File: src/rtl/mips_wdt_pkg.sv
// mips_wdt_pkg: shared watchdog state encoding and default parameter constants
package mips_wdt_pkg;
  localparam int STATE_W = 2;
  typedef enum logic [STATE_W-1:0] {
    S_DISABLED = 2'd0,
    S_RUN      = 2'd1,
    S_BITE     = 2'd2
  } wdt_state_e;
  localparam int DEF_CNT_WIDTH    = 32;
  localparam int DEF_PERIOD       = 1000;
  localparam int DEF_WARN_MARGIN  = 16;
  localparam int DEF_PULSE_CYCLES = 4;
  localparam int DEF_TO_CNT_WIDTH = 8;
endpackage

File: src/rtl/mips_wdt_down_counter.sv
// mips_wdt_down_counter: loadable down-counter saturating at zero (ports: i_clk, i_reset, i_load, i_value, i_en, o_count, o_zero)
module mips_wdt_down_counter #(
  parameter int           W       = 8,
  parameter logic [W-1:0] RST_VAL = '0
) (
  input  logic         i_clk,
  input  logic         i_reset,
  input  logic         i_load,
  input  logic [W-1:0] i_value,
  input  logic         i_en,
  output logic [W-1:0] o_count,
  output logic         o_zero
);
  logic [W-1:0] r_count;
  always_ff @(posedge i_clk or posedge i_reset)
    if (i_reset) r_count <= RST_VAL;
    else if (i_load) r_count <= i_value;
    else if (i_en && r_count != '0) r_count <= r_count - W'(1);
  assign o_count = r_count;
  assign o_zero  = (r_count == '0);
endmodule

File: src/rtl/mips_wdt_controller.sv
// mips_wdt_controller: watchdog FSM driving a fixed-length CPU reset pulse (ports: i_clk, i_reset, i_enable, i_kick, i_period_w_en, i_period_data, o_cpu_reset, o_warning, o_timeout_count, o_state)
module mips_wdt_controller
  import mips_wdt_pkg::*;
#(
  parameter int CNT_WIDTH      = DEF_CNT_WIDTH,
  parameter int DEFAULT_PERIOD = DEF_PERIOD,
  parameter int WARN_MARGIN    = DEF_WARN_MARGIN,
  parameter int PULSE_CYCLES   = DEF_PULSE_CYCLES,
  parameter int TO_CNT_WIDTH   = DEF_TO_CNT_WIDTH
) (
  input  logic                    i_clk,
  input  logic                    i_reset,
  input  logic                    i_enable,
  input  logic                    i_kick,
  input  logic                    i_period_w_en,
  input  logic [CNT_WIDTH-1:0]    i_period_data,
  output logic                    o_cpu_reset,
  output logic                    o_warning,
  output logic [TO_CNT_WIDTH-1:0] o_timeout_count,
  output logic [STATE_W-1:0]      o_state
);
  localparam int PW = $clog2(PULSE_CYCLES + 1);
  wdt_state_e              r_state;
  logic [CNT_WIDTH-1:0]    r_period;
  logic                    r_cpu_reset;
  logic [TO_CNT_WIDTH-1:0] r_to_cnt;
  logic                    w_wr, w_run_go, w_bite;
  logic                    w_cnt_load, w_cnt_zero, w_pulse_zero;
  logic [CNT_WIDTH-1:0]    w_cnt_val, w_cnt;
  logic [PW-1:0]           w_pulse_cnt;
  logic                    w_unused;
  assign w_wr = i_period_w_en && (i_period_data != '0);
  // Plain counting in RUN: no disable, no reload from a kick or a period write.
  assign w_run_go = (r_state == S_RUN) && i_enable && !w_wr && !i_kick;
  assign w_bite = w_run_go && w_cnt_zero;
  // Outside counting the main count tracks the period, except while a pulse is still running.
  assign w_cnt_load = !w_run_go && !((r_state == S_BITE) && !w_pulse_zero);
  assign w_cnt_val = ((r_state == S_RUN) && i_enable && w_wr) ? i_period_data : r_period;
  assign w_unused = ^w_pulse_cnt;
  mips_wdt_down_counter #(.W(CNT_WIDTH), .RST_VAL(CNT_WIDTH'(DEFAULT_PERIOD))) u_cnt (
    .i_clk   (i_clk),
    .i_reset (i_reset),
    .i_load  (w_cnt_load),
    .i_value (w_cnt_val),
    .i_en    (w_run_go),
    .o_count (w_cnt),
    .o_zero  (w_cnt_zero)
  );
  mips_wdt_down_counter #(.W(PW), .RST_VAL('0)) u_pulse (
    .i_clk   (i_clk),
    .i_reset (i_reset),
    .i_load  (w_bite),
    .i_value (PW'(PULSE_CYCLES - 1)),
    .i_en    (r_state == S_BITE),
    .o_count (w_pulse_cnt),
    .o_zero  (w_pulse_zero)
  );
  always_ff @(posedge i_clk or posedge i_reset) begin
    if (i_reset) begin
      r_state     <= S_DISABLED;
      r_period    <= CNT_WIDTH'(DEFAULT_PERIOD);
      r_cpu_reset <= 1'b0;
      r_to_cnt    <= '0;
    end else begin
      if (w_wr) r_period <= i_period_data;
      case (r_state)
        S_DISABLED: if (i_enable) r_state <= S_RUN;
        S_RUN: begin
          if (!i_enable) r_state <= S_DISABLED;
          else if (w_bite) begin
            r_state     <= S_BITE;
            r_cpu_reset <= 1'b1;
          end
        end
        S_BITE: begin
          if (w_pulse_zero) begin
            r_cpu_reset <= 1'b0;
            r_to_cnt    <= (&r_to_cnt) ? r_to_cnt : r_to_cnt + TO_CNT_WIDTH'(1);
            r_state     <= i_enable ? S_RUN : S_DISABLED;
          end
        end
        default: begin
          r_state     <= S_DISABLED;
          r_cpu_reset <= 1'b0;
        end
      endcase
    end
  end
  assign o_cpu_reset     = r_cpu_reset;
  assign o_warning       = (r_state == S_RUN) && (w_cnt <= CNT_WIDTH'(WARN_MARGIN));
  assign o_timeout_count = r_to_cnt;
  assign o_state         = r_state;
endmodule

File: config.mk
export PLATFORM = sky130hd
export DESIGN_NAME = mips_wdt_controller
export DESIGN_NICKNAME = d
export VERILOG_FILES = /design/src/rtl/mips_wdt_pkg.sv /design/src/rtl/mips_wdt_down_counter.sv /design/src/rtl/mips_wdt_controller.sv
export SDC_FILE = /design/constraint.sdc
export NUM_CORES = 1
export LEC_CHECK = 0
export ABC_AREA = 1
export BUFFER_PORTS_ARGS = -buffer_cell sky130_fd_sc_hd__buf_2
export CORE_MARGIN = 10
export CORE_UTILIZATION = 56
export DETAILED_ROUTE_END_ITERATION = 6
export MAX_ROUTING_LAYER = met4
export PLACE_DENSITY_LB_ADDON = 0.25
export SKIP_LAST_GASP = 1
export SYNTH_ARGS = -nofsm -noshare
export SYNTH_HDL_FRONTEND = slang
export SYNTH_SLANG_ARGS = --single-unit
File: constraint.sdc
create_clock -name i_clk -period 4.3 [get_ports i_clk]
set_input_delay 1.29 -clock i_clk [delete_from_list [all_inputs] [get_ports i_clk]]
set_output_delay 1.29 -clock i_clk [all_outputs]
set_load 0.01 [all_outputs]
==> out/qor.txt, run 1 <==
status - complete, no violations
GRT overflow - 0
commonest cells after routing, fill and taps aside - nand2_1 (252), nor2_1 (82), dfrtp_1 (66)
first-iteration detailed-routing DRC count - 338
Final Hold Vio Count - 0
cts repair resizes - 0
initial core utilization - 0.569
WL per Instance - 15.2 um
Fillers - 834
Tmin final - 3.21 ns
CP Class - flip-flop to primary output
Syn Nets - 770
antenna violations before repair - 0
Fmax - 312 MHz
Cells after Synth - 728
main combinational cell family by area after synthesis - simple AND/OR/NAND/NOR gates
dpl cell area - 5410 um2
CTS tree - done
simple-gate portion of the synthesized area - 0.376
hold buffers post-CTS - 0
worst hold path class - flip-flop to flip-flop
clk_lat worst skew - 0.36 ns
Critical Path Slowest Stage Cell - dfrtp_1
# diodes - 0
P_leak - 2.80 nW
Max Root-Sink Buffers - 2
Setup Skew - 0.0137 ns
die width - 116 um
Die H - 116 um
relative slew slack - 0.430
peak supply drop - 0.000212 V
Tot Pwr - 0.00190 W
RSZ-0062 raised after global routing - false
Mapped Area - 5180 um2
clk root buf - clkbuf_8
Hold Crit Start - r_period[17]
cts bufs inserted - 9
drt drc - 0
Worst-path clk slew - 0.08 ns
critical-path cell list - nor2_1 -> nand2_1 -> nor3_1 -> nand4_1 -> a211oi_1 -> buf_2
Post-Route WL - 13300 um
final instance area - 5640 um2
CP max stage delay - 0.42 ns
IO Count - 49
Setup crit end kind - primary output
Synth Area in Adders - 0.0121
WHS - 0.490 ns
Netlist cell types - 38
Setup Buffers After CTS - 0
gr usage total - 0.210
R2R Path Start - o_state[1]
Crit path required time - 3.01 ns
CP Launch Type - flip-flop
worst-margin pin slew - 0.854 ns
Levels on crit path - 6
via/cell ratio - 5.47
Setup crit start - u_cnt.o_count[10]
# setup viols final - 0
Worst Setup EP - o_warning
non-filler cells, final - 879
area delta synth->final - 8.79%
deepest level of the CTS H-tree - 3
dpl cells - 863
Initial DRT Pass Iterations - 5
first-pass GRT wire length - 22300 um
TNS Setup - 0 ns
Cell Rows - 35
reg2reg path depth - 9
Yosys reg bits - 78
max-slew violation count - 0
leading cell type in the layout, fill and taps excluded - nand2_1
max-cap viol count - 0
Ys Warns - 0
Die ar. - 13500 um2
Tcrit/Tclk final - 0.746
hold-critical path depth - 2
Final nets - 805
RePlAce Congestion - 0.947
IO Port Bufs - 48
Reg2Reg Setup Slack - 2.05 ns
Synth Area in XOR/XNOR - 0.0406
power density over the cells - 337 nW/um2
clk sink count - 78
Worst EP arrival - 1.92 ns
Compound-Gate Fraction of Synth Area - 0.0845
crit path buf inv count - 1
delay-heaviest family, CP - simple AND/OR/NAND/NOR gates
Avg Cell Area, Syn - 7.12 um2
largest net degree at the start of global routing - 45
r2r endpoint - u_cnt.o_count[6]
post-route ant nets - 0
crit path max fanout - 4
Post-DP HPWL - 9630 um
core area - 9110 um2
post-synthesis mux area share - 0.0109
vias in the first global route - 4668
layout cells sized above 1 - 0.181
Vias - 4805
register area share after synthesis - 0.380
## flip-flops by register name, indices dropped and copies added, names as in the netlist
register         flops
u_pulse.o_count      3
o_state              2
o_cpu_reset          1
o_timeout_count      8
u_cnt.o_count       32
r_period            32
## per-layer routing
layer,GRT usage,part of all wire,up-vias
li1,-,-,2388
met1,0.293,0.47,2227
met2,0.315,0.45,169
met3,0.0262,0.062,21
met5,-,0,-
met4,0.0609,0.016,0
## power breakdown
part           leakage (nW)  total, W  switching (W)  internal (W)
Clock                 0.110  0.000642       0.000282      0.000360
Combinational          1.75  0.000372       0.000246      0.000125
Sequential            0.940  0.000885      0.0000702      0.000815
## cells in the mapped netlist (all sizes together)
master | n | share of area
nand2 | 258 | 0.20
nor2 | 89 | 0.069
inv | 74 | 0.054
dfrtp | 66 | 0.32
o21ai | 58 | 0.063
nand3 | 36 | 0.043
nand4 | 36 | 0.045
buf | 23 | 0.036
xor2 | 16 | 0.027
dfstp | 12 | 0.061
o211ai | 9 | 0.013
clkbuf | 8 | 0.0058
or2 | 8 | 0.0097
xnor2 | 8 | 0.014
a21oi | 7 | 0.0068
nor3 | 6 | 0.0058
ha | 5 | 0.012
mux2 | 5 | 0.011
a211oi | 1 | 0.0014
and2 | 1 | 0.0012
nand3b | 1 | 0.0039
nor4 | 1 | 0.0012
## per-stage QoR
step                      setup slack (ns)  utilization
after global routing                 0.928        0.619
after floorplan                       1.03            -
after global placement                1.01        0.594
after detailed placement             0.960        0.594
final                                 1.09        0.619
after CTS                             1.11        0.619
## logic make-up after synthesis
kind of cell	count (synthesis)
buffers and inverters	105
AOI/OAI and AO/OA	75
and+or+nand+nor	436
adders and majority gates	5
muxes	5
xor gates and xnor gates	24
DFF	78
## final cells by class
cell class,count,area (um2),share of cell area
multi-input cells,545,2720,0.483
clock buffers,13,159,0.0282
clock inverters,3,67.6,0.0120
well taps,111,139,0.0246
inverters,74,278,0.0493
flip-flops and latches,78,1970,0.349
repair buffers,55,305,0.0542
## how the worst min path moves through the flow
| stage | end |
|---|---|
| final | r_period[17] |
| after global placement | r_period[13] |
| after floorplan | r_period[15] |
| after global routing | r_period[8] |
| after CTS | r_period[17] |
| after detailed placement | r_period[17] |
## tightest hold or removal path: cells and delay by family (launching register included)
kind	cells	cell delay, ns
DFF	1	0.35
AOI/OAI and AO/OA	1	0.06
and+or+nand+nor	1	0.05
(Power assumes the default switching activity.)
==> inputs of run 2 (changes only) <==
==> constraint.sdc (replaced) <==
create_clock -name i_clk -period 3.37 [get_ports i_clk]
set_input_delay 1.011 -clock i_clk [delete_from_list [all_inputs] [get_ports i_clk]]
set_output_delay 1.011 -clock i_clk [all_outputs]
set_load 0.01 [all_outputs]
==> run 2 against run 1 <==
Effect of this change:
- non-clock buffer count up 3
- via count rose by 0.37%
- register-to-register slack lost 0.94 ns
- largest power group unchanged
- largest cell class unchanged
- sequential share of layout area is 0.12 points higher
- clock power increased by 7.5%
==> out/qor.txt, run 2 (synthesized netlist as in run 1, its figures left out) <==
status - complete, no violations
IO Port Bufs - 48
Post-Route WL - 13200 um
worst setup margin - 0.470 ns
worst-margin pin slew - 1.03 ns
GRT overflow - 0
first-pass GRT wire length - 22400 um
largest net degree at the start of global routing - 49
most used routing layer - met1
Max Root-Sink Buffers - 2
Initial DRT Pass Iterations - 5
hold buffers post-CTS - 0
core area - 9110 um2
relative slew slack - 0.312
clock power share - 0.302
IO Count - 49
Final Hold Vio Count - 0
deepest level of the CTS H-tree - 3
via/cell ratio - 5.47
cts repair resizes - 0
Worst-path clk slew - 0.08 ns
Sw Ratio - 0.325
Die H - 116 um
die width - 116 um
layout cells sized above 1 - 0.183
met3 Usage GRT - 0.0303
post-route ant nets - 0
Int Pwr - 0.00154 W
RePlAce Congestion - 0.968
Critical Path Slowest Stage Cell - dfrtp_1
antenna violations before repair - 0
met2 usage - 0.294
Vias - 4823
crit path buf inv count - 1
Post-DP HPWL - 9750 um
RSZ-0062 raised after global routing - false
peak supply drop - 0.000219 V
Fillers - 830
CP Class - flip-flop to primary output
CP max stage delay - 0.41 ns
# setup viols final - 0
Worst EP arrival - 1.89 ns
Comb power frac - 0.206
clk sink count - 78
Final nets - 808
Cell Rows - 35
vias in the first global route - 4482
met1 Resource Use GR - 0.307
Tcrit/Tclk final - 0.860
Reg power frac - 0.492
Setup Buffers After CTS - 0
Setup Skew - 0.0173 ns
worst hold path class - flip-flop to flip-flop
clk root buf - clkbuf_8
initial core utilization - 0.569
area delta synth->final - 8.41%
# diodes - 0
Setup crit end kind - primary output
clk_lat worst skew - 0.36 ns
Die ar. - 13500 um2
CTS tree - done
CP Launch Type - flip-flop
switching pwr - 0.000745 W
max-slew violation count - 0
cts bufs inserted - 9
critical-path cell list - nor2_1 -> nand2_1 -> nor3_1 -> nand4_1 -> a211oi_1 -> buf_2
Fmax - 345 MHz
P_leak - 2.80 nW
TNS Setup - 0 ns
Tmin final - 2.90 ns
max-cap viol count - 0
first-iteration detailed-routing DRC count - 286
gr usage total - 0.212
leading cell type in the layout, fill and taps excluded - nand2_1
power density over the cells - 408 nW/um2
delay-heaviest family, CP - simple AND/OR/NAND/NOR gates
crit path max fanout - 4
Crit path required time - 2.36 ns
pre-CTS worst setup slack - 0.226 ns
WL per Instance - 15.0 um
commonest cells after routing, fill and taps aside - nand2_1 (252), nor2_1 (82), dfrtp_1 (66)
drt drc - 0
run 2: cell count changes in the layout (fill, tap and decap cells not counted), sizes merged:
cell and delta:
buf +3, clkinv +3, clkbuf -1, clkinvlp -1, bufinv -1
run 2: final cells by class:
type,count,area (um2),share of cell area
timing repair buffer,58,328,0.0584
inverter,74,278,0.0495
sequential,78,1970,0.350
clock buffer,12,135,0.0241
tap,111,139,0.0247
multi-input combinational,545,2720,0.484
clock inverter,4,48.8,0.00869
run 2: final timing paths:
kind	depth (start not counted)	to	slack [ns]	start
max	6	o_warning	0.47	u_cnt.o_count[10]
max in group asynchronous	3	r_period[5]	1.87	i_reset
min reg2reg	2	r_period[2]	0.49	r_period[2]
min in group asynchronous	2	r_period[22]	0.75	i_reset
min	2	r_period[2]	0.49	r_period[2]
max reg2reg	9	u_cnt.o_count[31]	1.11	u_pulse.o_count[0]
run 2: worst min-delay path, delay by kind of cell (launching register included):
| kind | cells | cell delay (ns) |
|---|---|---|
| DFF | 1 | 0.35 |
| and+or+nand+nor | 1 | 0.05 |
| AOI/OAI and AO/OA | 1 | 0.05 |
run 2: power by group through the flow:
| stage | clock network, W | logic [W] | registers [W] |
|---|---|---|---|
| detailed placement | 0 | 0.000468 | 0.00114 |
| global route | 0.000744 | 0.000541 | 0.00114 |
| CTS | 0.000702 | 0.000471 | 0.00112 |
| floorplan | 0 | 0.000347 | 0.00112 |
| global placement | 0 | 0.000460 | 0.00114 |
| finish | 0.000690 | 0.000473 | 0.00113 |
run 2: per-layer routing:
metal / vias to the layer above / wire length (um) / share of wire
met5: - / 0 / 0
met4: 0 / 317 / 0.024
met3: 27 / 920 / 0.070
met2: 171 / 5670 / 0.43
met1: 2229 / 6300 / 0.48
li1: 2396 / - / -
run 2: stage by stage:
stage                     power (W)  hold WS, ns  area, um2  instances   util
final                       0.00229        0.487       5620        882  0.616
after global routing        0.00243        0.516       5620        882  0.616
after CTS                   0.00230        0.495       5620        882  0.616
after detailed placement    0.00161        0.475       5430        866  0.596
after global placement      0.00160        0.465       5430        866  0.596
after floorplan             0.00147        0.453       5180        728      -
==> inputs of run 3 (changes only) <==
--- a/config.mk
+++ b/config.mk
@@ -12,7 +12,9 @@
 export DETAILED_ROUTE_END_ITERATION = 6
 export MAX_ROUTING_LAYER = met4
 export PLACE_DENSITY_LB_ADDON = 0.25
+export REMOVE_ABC_BUFFERS = 1
 export SKIP_LAST_GASP = 1
 export SYNTH_ARGS = -nofsm -noshare
 export SYNTH_HDL_FRONTEND = slang
+export SYNTH_HIERARCHICAL = 1
 export SYNTH_SLANG_ARGS = --single-unit
==> run 3 against run 2 <==
Effect of this change:
- worst setup slack better by 0.070 ns
- clock power down 5.8%
- first-iteration DRC count is 66% higher
- cell area rose by 0.42%
- sequential power is essentially flat
- highest routed layer unchanged
==> out/qor.txt, run 3 <==
Yosys reg bits - 78
leading cell type in the layout, fill and taps excluded - nand2_1
drt drc - 0
crit path max fanout - 5
Post-DP HPWL - 11000 um
count leader, synth - nand2_1
Cells after Synth - 809
deepest level of the CTS H-tree - 3
Initial DRT Pass Iterations - 6
commonest cells after routing, fill and taps aside - nand2_1 (390), nor2_1 (96), dfrtp_1 (66)
Setup Skew - 0.00812 ns
IO Count - 49
Crit path required time - 2.36 ns
Yosys top cell by area - dfrtp_1
clk sink count - 78
relative slew slack - 0.518
RePlAce Congestion - 0.968
Netlist cell types - 31
multi-input logic area - 2810 um2
area delta synth->final - 9.00%
Cell Rows - 35
register area - 1970 um2
worst-margin pin slew - 0.722 ns
largest cells by area after synthesis - dfrtp_1 (32%), nand2_1 (28%), nor2_1 (7.0%)
non-filler cells, final - 970
die width - 116 um
pre-CTS worst setup slack - 0.270 ns
max-slew violation count - 0
number of flops mapped to enable cells by yosys - 0
Compound-Gate Fraction of Synth Area - 0.0423
cts repair resizes - 0
CP Launch Type - flip-flop
antenna violations before repair - 0
Final Hold Vio Count - 0
fraction of registers with async set or reset after synthesis - 1.00
delay-heaviest family, CP - simple AND/OR/NAND/NOR gates
Die H - 116 um
Avg Cell Area, Syn - 6.40 um2
main combinational cell family by area after synthesis - simple AND/OR/NAND/NOR gates
switching pwr - 0.000819 W
P_leak - 3.01 nW
predominant post-synthesis flop cell - dfrtp_1
initial core utilization - 0.568
Worst-path clk slew - 0.08 ns
Fmax - 353 MHz
clk root buf - clkbuf_8
clock power share - 0.279
post-route ant nets - 0
simple-gate portion of the synthesized area - 0.463
Max Root-Sink Buffers - 2
Post-synth top cells - nand2_1 (390), nor2_1 (96), dfrtp_1 (66)
top-area cell type share of the netlist area - 0.319
crit path buf inv count - 1
max-cap viol count - 0
worst setup margin - 0.541 ns
first-iteration detailed-routing DRC count - 475
layout cells sized above 1 - 0.129
clk_lat worst skew - 0.35 ns
Sw Ratio - 0.351
register area share after synthesis - 0.380
Final nets - 895
power density over the cells - 413 nW/um2
Setup Buffers After CTS - 0
via/cell ratio - 5.30
status - complete, no violations
Setup crit end kind - primary output
CP max stage delay - 0.46 ns
Reg power frac - 0.496
Mapped Area - 5170 um2
Tmin final - 2.83 ns
worst hold path class - flip-flop to flip-flop
Synth Area in XOR/XNOR - 0.0254
Ys Warns - 6
Post-Route WL - 14500 um
peak supply drop - 0.000289 V
IO Port Bufs - 48
Worst EP arrival - 1.82 ns
hold buffers post-CTS - 0
cts bufs inserted - 9
Int Pwr - 0.00151 W
Comb power frac - 0.225
# diodes - 0
gr usage total - 0.229
# setup viols final - 0
dpl cells - 954
CP Class - flip-flop to primary output
RSZ-0062 raised after global routing - false
Die ar. - 13500 um2
post-synthesis mux area share - 0
Synth Area in Adders - 0.00967
core area - 9110 um2
WL per Instance - 15.0 um
critical-path cell list - or2_2 -> o31ai_1 -> nand4_1 -> nor2_1 -> buf_2
vias in the first global route - 4860
CTS tree - done
Critical Path Slowest Stage Cell - dfrtp_1
Fillers - 915
first-pass GRT wire length - 24000 um
GRT overflow - 0
Tcrit/Tclk final - 0.840
Vias - 5143
largest net degree at the start of global routing - 44
run 3: cell types whose count changed in the layout (fill, tap and decap cells not counted), sizes merged, moves of 9 or more:
cell    before  now
nand2      258  396
nand3       36   53
xor2        16    7
o21ai       58   35
o211ai       9    0
inv         74   63
nand4       36   10
nor2        89  103
run 3: path summary, 6_finish.rpt:
check | startpoint | to | slack [ns] | cells after the start
worst max register to register | u_cnt/o_count[0] | u_pulse/o_count[2] | 0.90 | 12
worst min-delay path | r_period[8] | r_period[8] | 0.47 | 2
max in group asynchronous | i_reset | r_period[18] | 2.13 | 3
min in group asynchronous | i_reset | u_pulse/o_count[0] | 0.52 | 2
worst max-delay path | u_cnt/o_count[2] | o_warning | 0.54 | 5
worst min register to register | r_period[8] | r_period[8] | 0.47 | 2
run 3: power groups by stage:
stage | sequential, W | combinational, W | clock [W]
finish | 0.00116 | 0.000524 | 0.000650
global route | 0.00117 | 0.000602 | 0.000703
CTS | 0.00115 | 0.000522 | 0.000666
detailed placement | 0.00117 | 0.000518 | 0
global placement | 0.00116 | 0.000506 | 0
floorplan | 0.00113 | 0.000375 | 0
run 3: layout make-up:
cell class,count,area share
Multi-Input combinational cell,646,0.498
Sequential cell,78,0.349
Timing Repair Buffer,56,0.0555
Inverter,63,0.0422
Clock buffer,11,0.0251
Tap cell,111,0.0246
Clock inverter,5,0.00599
run 3: routing by layer:
metal | global-route usage | vias up | wire length, um
met5 | - | - | 0
met4 | 0.0701 | 0 | 250
met3 | 0.0298 | 27 | 847
met2 | 0.348 | 145 | 6650
met1 | 0.314 | 2380 | 6780
li1 | - | 2591 | -
run 3: metrics by stage:
| step | total power [W] | setup TNS, ns | hold WS, ns | util | cell area [um2] |
|---|---|---|---|---|---|
| 6_report | 0.00233 | 0 | 0.470 | 0.619 | 5640 |
| 2_1_floorplan | 0.00150 | -22.26 | 0.448 | - | 5010 |
| 3_3_place_gp | 0.00167 | 0 | 0.456 | 0.600 | 5460 |
| 4_1_cts | 0.00234 | 0 | 0.471 | 0.619 | 5640 |
| 5_1_grt | 0.00247 | 0 | 0.481 | 0.619 | 5640 |
| 3_5_place_dp | 0.00169 | 0 | 0.457 | 0.600 | 5460 |
run 3: tightest hold or removal path, stage by stage, from the launching register on:
cell	delay, ns
dfstp_2	0.37
nand2_1	0.05
nand2_1	0.05
run 3: cells by family (layout without fill, tap and decap cells):
kind of cell | count (synthesis) | count (layout)
buffers and inverters | 86 | 135
and+or+nand+nor | 585 | 585
adders and majority gates | 4 | 4
AOI/OAI and AO/OA | 39 | 39
other | 2 | 3
xor gates and xnor gates | 15 | 15
DFF | 78 | 78
